[config.mk]
export PLATFORM = sky130hd
export DESIGN_NAME = btn_toggle_gen_flat
export DESIGN_NICKNAME = d
export VERILOG_FILES = /design/src/rtl/btn_toggle_gen_if.sv /design/src/rtl/btn_toggle_gen.sv /design/src/flat_wrapper.sv
export SDC_FILE = /design/constraint.sdc
export NUM_CORES = 1
export LEC_CHECK = 0
export ABC_CLOCK_PERIOD_IN_PS = 3100
export BUFFER_PORTS_ARGS = -buffer_cell sky130_fd_sc_hd__buf_2
export CAP_MARGIN = 10
export CORE_UTILIZATION = 57
export DETAILED_ROUTE_END_ITERATION = 10
export PLACE_DENSITY = 0.8
export SLEW_MARGIN = 10
export SYNTH_ARGS = -nofsm -noshare
export SYNTH_HDL_FRONTEND = slang
export SYNTH_SLANG_ARGS = --single-unit
[constraint.sdc]
create_clock -name clk -period 3.1 [get_ports clk]
set_input_delay 0.31 -clock clk [delete_from_list [all_inputs] [get_ports clk]]
set_output_delay 0.31 -clock clk [all_outputs]
set_load 0.02 [all_outputs]
[src/rtl/btn_toggle_gen_if.sv]
// Button-to-toggle interface: raw button and enable in, debounced level,
// toggle request, busy flag and press counter out.
interface btn_toggle_gen_if #(
    parameter int CNT_W = 8
) ();
    logic             btn;
    logic             en;
    logic             t;
    logic             db;
    logic             busy;
    logic [CNT_W-1:0] press_cnt;

    // Stimulus / system side: drives the button and enable.
    modport master (
        output btn, en,
        input  t, db, busy, press_cnt
    );

    // Debouncer side: samples the button, produces toggle request and status.
    modport slave (
        input  btn, en,
        output t, db, busy, press_cnt
    );
endinterface

[src/rtl/btn_toggle_gen.sv]
// Push-button debouncer that emits a single-cycle toggle request per
// accepted press. Raw button -> two-flop synchroniser -> four-state
// qualification FSM. A level change is accepted only after the synchronised
// input has differed from the debounced level for DB_CYCLES consecutive cycles.
module btn_toggle_gen #(
    parameter int DB_CYCLES = 4,
    parameter int CNT_W     = 8
) (
    input logic                 clk,
    input logic                 reset,
    btn_toggle_gen_if.slave     bus
);

    typedef enum logic [1:0] {
        IDLE = 2'd0,  // db=0, stable
        ARM  = 2'd1,  // db=0, press being qualified
        HELD = 2'd2,  // db=1, stable
        REL  = 2'd3   // db=1, release being qualified
    } state_e;

    localparam logic [CNT_W-1:0] CNT_LAST = CNT_W'(DB_CYCLES - 1);

    logic             sync1_q, sync1_d;
    logic             sync2_q, sync2_d;
    state_e           state_q, state_d;
    logic [CNT_W-1:0] cnt_q, cnt_d;
    logic             db_q, db_d;
    logic             t_q, t_d;
    logic             busy_q, busy_d;
    logic [CNT_W-1:0] press_cnt_q, press_cnt_d;

    logic             s;

    assign s = sync2_q;

    // Synchroniser next values: only sync1 ever looks at the raw button.
    always_comb begin
        sync1_d = bus.btn;
        sync2_d = sync1_q;
    end

    // Qualification FSM: next state, debounce counter, registered outputs.
    always_comb begin
        // NOTE: every variable gets a default first so no path leaves one
        // unassigned, which would otherwise infer a latch.
        state_d     = state_q;
        cnt_d       = cnt_q;
        press_cnt_d = press_cnt_q;
        t_d         = 1'b0;

        unique case (state_q)
            IDLE: begin
                if (s) begin
                    state_d = ARM;
                    cnt_d   = CNT_W'(1);
                end else begin
                    cnt_d   = '0;
                end
            end
            ARM: begin
                if (!s) begin
                    // Glitch rejected before it lasted DB_CYCLES cycles.
                    state_d = IDLE;
                    cnt_d   = '0;
                end else if (cnt_q == CNT_LAST) begin
                    state_d     = HELD;
                    cnt_d       = '0;
                    t_d         = bus.en;
                    press_cnt_d = press_cnt_q + CNT_W'(1);
                end else begin
                    cnt_d = cnt_q + CNT_W'(1);
                end
            end
            HELD: begin
                if (!s) begin
                    state_d = REL;
                    cnt_d   = CNT_W'(1);
                end else begin
                    cnt_d   = '0;
                end
            end
            REL: begin
                if (s) begin
                    state_d = HELD;
                    cnt_d   = '0;
                end else if (cnt_q == CNT_LAST) begin
                    // Release is accepted silently: no toggle request.
                    state_d = IDLE;
                    cnt_d   = '0;
                end else begin
                    cnt_d = cnt_q + CNT_W'(1);
                end
            end
            default: begin
                state_d = IDLE;
                cnt_d   = '0;
            end
        endcase

        // Status outputs are registered copies of the next state's decode.
        db_d   = (state_d == HELD) || (state_d == REL);
        busy_d = (state_d == ARM)  || (state_d == REL);
    end

    // State register with asynchronous active-low reset.
    always_ff @(posedge clk or negedge reset) begin
        if (!reset) begin
            sync1_q     <= 1'b0;
            sync2_q     <= 1'b0;
            state_q     <= IDLE;
            cnt_q       <= '0;
            db_q        <= 1'b0;
            t_q         <= 1'b0;
            busy_q      <= 1'b0;
            press_cnt_q <= '0;
        end else begin
            // NOTE: non-blocking assignments so every flop samples the
            // pre-edge values, making the synchroniser a true two-stage chain.
            sync1_q     <= sync1_d;
            sync2_q     <= sync2_d;
            state_q     <= state_d;
            cnt_q       <= cnt_d;
            db_q        <= db_d;
            t_q         <= t_d;
            busy_q      <= busy_d;
            press_cnt_q <= press_cnt_d;
        end
    end

    assign bus.t         = t_q;
    assign bus.db        = db_q;
    assign bus.busy      = busy_q;
    assign bus.press_cnt = press_cnt_q;

endmodule
[src/flat_wrapper.sv]
// flat-port wrapper written by rule: the top's interface ports become plain ports
module btn_toggle_gen_flat 
#(
    parameter int DB_CYCLES = 4,
    parameter int CNT_W     = 8
)
  (clk, reset, bus_btn, bus_en, bus_t, bus_db, bus_busy, bus_press_cnt);
  btn_toggle_gen_if #(.CNT_W(CNT_W)) bus_i ();
  input logic clk;
  input logic reset;
  input wire logic [$bits(bus_i.btn)-1:0] bus_btn;
  input wire logic [$bits(bus_i.en)-1:0] bus_en;
  output wire logic [$bits(bus_i.t)-1:0] bus_t;
  output wire logic [$bits(bus_i.db)-1:0] bus_db;
  output wire logic [$bits(bus_i.busy)-1:0] bus_busy;
  output wire logic [$bits(bus_i.press_cnt)-1:0] bus_press_cnt;
  assign bus_i.btn = bus_btn;
  assign bus_i.en = bus_en;
  assign bus_t = bus_i.t;
  assign bus_db = bus_i.db;
  assign bus_busy = bus_i.busy;
  assign bus_press_cnt = bus_i.press_cnt;
  btn_toggle_gen #(.DB_CYCLES(DB_CYCLES), .CNT_W(CNT_W)) u_core (.clk(clk), .reset(reset), .bus(bus_i));
endmodule
Word level (Yosys, flattened, before mapping)
Index checks and enable logic that the tools add are counted.
{"block": "totals", "reg_bits": 23, "latchBits": 0, "ramBits": 0, "romBits": 0, "in_bits": 4, "output_inout_bits": 11, "word_cells": 37, "memories": 0}
{"block": "classes", "addsub": 2, "multipliers": 0, "n_div": 0, "order_cmp": 0, "eq_ne": 7, "shift": 0, "muxes": 16, "bitwise": 0, "n_reduce_logical": 4}
{"cell": "$pmux 8 s4", "n": 1}
{"cell": "$mux 8", "n": 3}
{"cell": "$add 8x1->8 const B", "n": 2}
{"cell": "$mux 2", "n": 6}
{"cell": "$eq 2x2->1 const B", "n": 4}
{"cell": "$eq 8x2->1 const B", "n": 1}
{"cell": "$pmux 2 s4", "n": 1}
{"cell": "$mux 1", "n": 5}
{"cell": "$eq 2x1->1 const B", "n": 2}
{"cell": "$reduce_and 3->1", "n": 1}
{"cell": "$logic_not 2->1", "n": 1}
{"cell": "$logic_or 1x1->1", "n": 2}

Logic depth before layout (Yosys ltp)
Gate-level depths: netlist (run 1).
{"block": "depth", "depth_word": 6, "ltp_mapped": 5, "mapped_depth_nobuf": 5}

Worst setup path before layout (run 1)
No wires, ideal clock.
{"block": "synth_timing", "kind": "reg-to-reg", "startpoint": "register u_core.cnt_q[0]", "endpoint": "register u_core.press_cnt_q[1] (netlist: u_core.bus.press_cnt[1])", "t_arrival_ns": 1.783, "t_required_ns": 2.975, "path_slack_ns": 1.192, "path_stages_with_launch": 5, "path_buffers": 0, "period_less_slack_ns": 1.908, "cell_sequence": "dfrtp_1 -> ha_1 -> or4b_4 -> nor4b_4 -> mux2_2"}
{"block": "synth_between", "elab_chain_len": 2}
{"item": "start, declared", "line": "btn_toggle_gen.sv:26", "source": "logic [CNT_W-1:0] cnt_q, cnt_d;"}
{"item": "start signal, assigned", "line": "btn_toggle_gen.sv:122", "source": "cnt_q <= cnt_d;"}
{"item": "$eq 8x2->1", "line": "btn_toggle_gen.sv:65", "source": "end else if (cnt_q == CNT_LAST) begin"}
{"item": "$reduce_and 3->1 (no source line)"}
{"item": "end signal, assigned", "line": "btn_toggle_gen.sv:126", "source": "press_cnt_q <= press_cnt_d;"}
{"item": "end, declared", "line": "btn_toggle_gen.sv:30", "source": "logic [CNT_W-1:0] press_cnt_q, press_cnt_d;"}
No other way between the ends.
A chain may end at the register's enable or synchronous reset.

Worst setup path after layout (run 1)
Same ends and word-level chain as after synthesis.

==> results of run 1 <==
[synthesized netlist by cell type]
cell / count
dfrtp_1: 22
xnor2_1: 8
nor2_1: 7
nand3_1: 6
xor2_1: 6
nand2_1: 4
and3_1: 3
inv_1: 3
mux2_2: 3
nand4_1: 3
ha_1: 2
a21boi_0: 1
and2_1: 1
and2_2: 1
and3_2: 1
and4_1: 1
nand2b_1: 1
nor3_1: 1
nor4_1: 1
nor4b_1: 1
nor4b_4: 1
or4_1: 1
or4b_4: 1
[sequential cells by signal, indices dropped and copies added, names as in the netlist]
signal                count
u_core.bus.db             1
u_core.bus.press_cnt      8
u_core.bus.t              1
u_core.cnt_q              8
u_core.s                  1
u_core.state_q            2
u_core.sync1_q            1
[metal layers]
layer,track usage [%],wire length (µm),vias to the layer above
met3,5.106,67,5
met2,33.03,705,13
met4,12.73,41,0
met5,0,0,-
met1,27.38,733,305
li1,-,-,311
[kinds of logic (layout without fill, tap and decap cells)]
kind of cell               after synthesis  after routing  share of synthesized area, %
and+or+nand+nor                         34             34                         21.88
DFF                                     22             22                         57.29
xor gates and xnor gates                14             14                         12.76
muxes                                    3              3                         3.515
buffers and inverters                    3             22                         1.172
adders and majority gates                2              2                         2.604
AOI/OAI and AO/OA                        1              1                        0.7815
[worst register-to-register path, stage by stage, from the launching register on]
cell	delay [ns]
dfrtp_1	0.40
ha_1	0.22
or4b_4	0.50
nor4b_4	0.46
mux2_2	0.39
[layout make-up]
type	count	area [µm²]
sequential	22	550.5
fill	122	444.2
multi-input combinational	54	399.1
timing repair buffer	15	80.08
clock buffer	4	36.28
tap	16	20.02
inverter	3	11.26
[power by group through the flow]
stage / sequential (mW) / combinational, mW / clock (mW)
floorplan: 0.412 / 0.106 / 0
global placement: 0.383 / 0.192 / 0
detailed placement: 0.386 / 0.197 / 0
CTS: 0.381 / 0.200 / 0.157
global route: 0.393 / 0.221 / 0.166
finish: 0.381 / 0.197 / 0.155
[metrics by stage]
| stage | area [µm²] | util (%) | hold WS [ns] | total power, mW | std cells |
|---|---|---|---|---|---|
| after floorplan | 960.9 | - | 0.01441 | 0.5178 | 79 |
| after global placement | 1051 | 68.18 | 0.2900 | 0.5751 | 109 |
| after detailed placement | 1051 | 68.18 | 0.2889 | 0.5827 | 109 |
| after CTS | 1097 | 71.19 | 0.09793 | 0.7376 | 114 |
| after global routing | 1097 | 71.19 | 0.09061 | 0.7792 | 114 |
| final | 1097 | 71.19 | 0.1039 | 0.7329 | 114 |
[repair_timing]
action | in CTS | in global routing
gates resized for setup | 0 | 0
hold buffers | 1 | 0
hold endpoints to repair | 22 | 0
[worst paths after layout]
path | from | cells past startpoint | endpoint
hold / removal | bus_btn | 1 | u_core.sync1_q$_DFF_PN0_
setup / recovery | u_core.cnt_q[0]$_DFF_PN0_ | 4 | u_core.bus.press_cnt[1]$_DFFE_PN0P_
setup reg to reg | u_core.cnt_q[0]$_DFF_PN0_ | 4 | u_core.bus.press_cnt[1]$_DFFE_PN0P_
min in group asynchronous | reset | 2 | u_core.cnt_q[5]$_DFF_PN0_
max in group asynchronous | reset | 2 | u_core.bus.press_cnt[1]$_DFFE_PN0P_
hold reg to reg | u_core.sync1_q$_DFF_PN0_ | 0 | u_core.s$_DFF_PN0_
==> results.toml, run 1 <==
[timing]
slew_violations = 0
hold_viol = 0
min_period_ns = 2.066
fin_ws_ns = 1.034
finalCritPeriodShare_pct = 66.65
relSlewSlack_pct = 67.28
setup_viol = 0
rsz0062_at_grt = "no"
max_freq_mhz = 484.0
fin_tns_setup_ns = 0
tightestPinTransition_ns = 0.4887
skew_ns = 0.007934

[synth]
yosysWarnings = 0
synth_seq_cells = 22
synth_fp_nets = 85
synth_cell_types = 23
synth.yosys.seq_area_share_pct = 57.29
synth_top_cell_area_share_pct = 57.29
synth.area.top_cells = "dfrtp_1, xnor2_1, xor2_1, mux2_2, nand3_1"
yosys.area.top_type = "dfrtp_1"
syn_area_um2 = 960.9
syn_inst = 79
post_synth.cell_area_avg_um2 = 12.16

[detailed_routing]
drt-pass1-iter-count = 4
drt-vias-per-instance = 5.561
drt-total-wl_um = 1547
routedWlPerCell_um = 13.57
antenna_left = 0
drc = 0
drtIter0Drc = 9
vias = 634

[global_routing]
grt_pass1_wl_um = 2794
grtUsageTotal_pct = 21.41
grt_max_degree = 23
antenna_found_initial = 0
grt_overflow = 0
grt_pass1_vias = 633

[cts]
clk_pin_slew_ns = 0.12
cts_buffer_depth = 2
cts_tree = "built"
ctsRootBufferMaster = "clkbuf_4"
post_cts_buffers = 0
cts.sinks = 22
insertion_delay_ns = 0.31
cts_made_buffers = 3
htree_levels = 1

[power]
p_clk_share_pct = 21.2
swShare_pct = 33.57
irDropWorstVdd_mv = 0.5386
p_sw_mw = 0.2461
intPower_mw = 0.4869
combPwrFrac_pct = 26.9
power.density_nw_per_um2 = 667.9
leakage_nw = 0.5531
seqPwrFrac_pct = 52.0

[floorplanning]
ioPinCount = 15
dieHeight_um = 43.06
rows = 14
die-width_um = 43.06
start_util_pct = 62.34
fp.dieArea_um2 = 1854
core_um2 = 1541

[critical_path]
max_stage_delay_ns = 0.50
critPathLaunchType = "flop"
worst_ep_arrival_time_ns = 2.27
crit_path_top_delay_cell = "or4b_4"
critPathCaptureType = "flop"
cp.required_ns = 3.30
crit_fanout = 8
cpLargestDelayFamily = "simple AND/OR/NAND/NOR gates"
crit_path_cell_trace = "ha_1, or4b_4, nor4b_4, mux2_2"
critPathBufInv = 0
path_class = "flop to flop"
regToRegSetupSlack_ns = 1.03

[cells_and_area]
final_cell_mix = "dfrtp_1, buf_2, xnor2_1"
num-nets-final = 105
final_common_cell = "dfrtp_1"
areaGrowthSynthToFinish_pct = 14.19
diodes = 0
drive_gt1_share_pct = 25.51

[run_status]
status = "complete, no violations"

[place]
numPortBuffers = 14
dp_slack_ns = 1.048
place.gp.congestion = 0.7840
dpl.hpwl_um = 1118

[worst_hold_path]
hp-class = "input port to flop"

[job]
drv_cap = 0
(Power assumes the default switching activity.)
==> inputs of run 2 (changes only) <==
--- a/config.mk
+++ b/config.mk
@@ -5,12 +5,12 @@
 export SDC_FILE = /design/constraint.sdc
 export NUM_CORES = 1
 export LEC_CHECK = 0
-export ABC_CLOCK_PERIOD_IN_PS = 3100
+export ABC_CLOCK_PERIOD_IN_PS = 1800
 export BUFFER_PORTS_ARGS = -buffer_cell sky130_fd_sc_hd__buf_2
 export CAP_MARGIN = 10
-export CORE_UTILIZATION = 57
+export CORE_UTILIZATION = 48
 export DETAILED_ROUTE_END_ITERATION = 10
-export PLACE_DENSITY = 0.8
+export PLACE_DENSITY = 0.72
 export SLEW_MARGIN = 10
 export SYNTH_ARGS = -nofsm -noshare
 export SYNTH_HDL_FRONTEND = slang
==> constraint.sdc (replaced) <==
create_clock -name clk -period 1.8 [get_ports clk]
set_input_delay 0.18 -clock clk [delete_from_list [all_inputs] [get_ports clk]]
set_output_delay 0.18 -clock clk [all_outputs]
set_load 0.02 [all_outputs]
==> results.toml, run 2 (same netlist as run 1, synthesis figures left out) <==
[cts]
cts_tree = "built"
ctsRootBufferMaster = "clkbuf_4"
cts_made_buffers = 3
cts_buffer_depth = 2
cts.sinks = 22
htree_levels = 1
clk_pin_slew_ns = 0.12
insertion_delay_ns = 0.30

[global_routing]
grt_pass1_wl_um = 2670
antenna_found_initial = 0
grt_overflow = 0
grt_max_degree = 23
grt_pass1_vias = 626
grtUsageTotal_pct = 18.00

[timing]
hold_viol = 0
min_period_ns = 1.834
max_freq_mhz = 545.3
setup_viol = 1
fin_tns_setup_ns = -0.03395
rsz0062_at_grt = "yes"
hold_ws_ns = 0.1171
skew_ns = 0.007936
slew_violations = 0
finalCritPeriodShare_pct = 101.9
tightestPinTransition_ns = 0.4601
fin_ws_ns = -0.03395
relSlewSlack_pct = 69.32

[cells_and_area]
multiInputGateArea_um2 = 411.6
num-nets-final = 117
diodes = 0
final_common_cell = "dfrtp_1"
areaGrowthSynthToFinish_pct = 28.39
drive_gt1_share_pct = 34.55
final_cell_mix = "dfrtp_1, buf_2, buf_4"
regArea_um2 = 550.5
stdcell_area_um2 = 1234
fill_cells = 143

[detailed_routing]
vias = 661
drt-vias-per-instance = 4.896
antenna_left = 0
drt-total-wl_um = 1636
drc = 0
drtIter0Drc = 7
routedWlPerCell_um = 12.12
drt-pass1-iter-count = 4

[floorplanning]
start_util_pct = 53.33
rows = 15
dieHeight_um = 46.74
core_um2 = 1802
die-width_um = 46.74
fp.dieArea_um2 = 2185
ioPinCount = 15

[power]
combPwrFrac_pct = 29.8
seqPwrFrac_pct = 44.8
intPower_mw = 1.005
p_clk_share_pct = 25.3
p_sw_mw = 0.4339
irDropWorstVdd_mv = 0.7836
swShare_pct = 30.16
power_mw = 1.439
leakage_nw = 0.6218
power.density_nw_per_um2 = 1166

[critical_path]
worst_ep_arrival_time_ns = 2.04
max_stage_delay_ns = 0.48
critPathLaunchType = "flop"
critPathBufInv = 1
cpLargestDelayFamily = "simple AND/OR/NAND/NOR gates"
critPathCaptureType = "flop"
crit_path_top_delay_cell = "or4b_4"
crit_path_cell_trace = "ha_2, or4b_4, nor4b_4, buf_6, mux2_4"
crit_fanout = 8
cp.required_ns = 2.00
path_class = "flop to flop"

[job]
drv_cap = 0

[place]
dpl-instance-area_um2 = 1132
numPortBuffers = 14
dpl.hpwl_um = 1120
dp_slack_ns = -0.04496
place.gp.congestion = 0.7557

[run_status]
violations = "setup timing"
status = "finished, violations left"

[worst_hold_path]
hp-class = "input port to flop"
-- run 2: changes by cell type in the layout (fill, tap and decap cells not counted), sizes merged --
cell	delta
bufinv	+1
clkbuf	-1
buf	+11
dlygate4sd3	+1
-- run 2: tightest hold or removal path, cell delays in order --
cell and delay (ns):
buf_2 0.10, inv_1 0.05, nor4_1 0.05
-- run 2: layout make-up --
class | instances | share of cell area (%)
clock inverter | 1 | 2.434
tap | 25 | 2.536
sequential | 22 | 44.62
timing repair buffer | 27 | 14.30
inverter | 3 | 0.9128
multi-input combinational | 54 | 33.37
clock buffer | 3 | 1.826
-- run 2: repair_timing --
item / CTS / global route
gates resized for setup: 1 / 2
hold buffers: 2 / 0
cloned: 0 / 0
pin swaps: 2 / 0
buffers inserted: 1 / 1
endpoints found under the hold margin: 23 / 0
setup endpoints to repair: 5 / 9
-- run 2: path summary, 6_finish.rpt --
kind	start	endpoint	slack, ns	cells after the start
setup / recovery	u_core.cnt_q[0]$_DFF_PN0_	u_core.bus.press_cnt[1]$_DFFE_PN0P_	-0.03	5
setup reg to reg	u_core.cnt_q[0]$_DFF_PN0_	u_core.bus.press_cnt[1]$_DFFE_PN0P_	-0.03	5
min in group asynchronous	reset	u_core.bus.press_cnt[1]$_DFFE_PN0P_	0.34	2
hold reg to reg	u_core.sync1_q$_DFF_PN0_	u_core.s$_DFF_PN0_	0.37	0
hold / removal	bus_en	u_core.bus.t$_DFF_PN0_	0.12	3
max in group asynchronous	reset	u_core.bus.press_cnt[4]$_DFFE_PN0P_	1.14	2
-- run 2: stage by stage --
stage	instances	util, %
2_1_floorplan	79	-
3_3_place_gp	127	62.85
3_5_place_dp	127	62.85
6_report	135	68.47
5_1_grt	135	68.47
4_1_cts	134	67.50
-- run 2: metal layers --
layer / global-route usage [%] / up-vias / routed length (µm)
met5: 0 / - / 0
met4: 5.143 / 0 / 12
met3: 6.923 / 2 / 66
met2: 28.61 / 11 / 797
met1: 23.12 / 312 / 760
li1: - / 336 / -
-- run 2: power groups by stage --
stage | sequential, mW | clock [mW] | combinational [mW]
floorplan | 0.710 | 0 | 0.184
global route | 0.655 | 0.390 | 0.489
finish | 0.645 | 0.365 | 0.430
CTS | 0.645 | 0.380 | 0.416
detailed placement | 0.655 | 0 | 0.389
global placement | 0.652 | 0 | 0.384
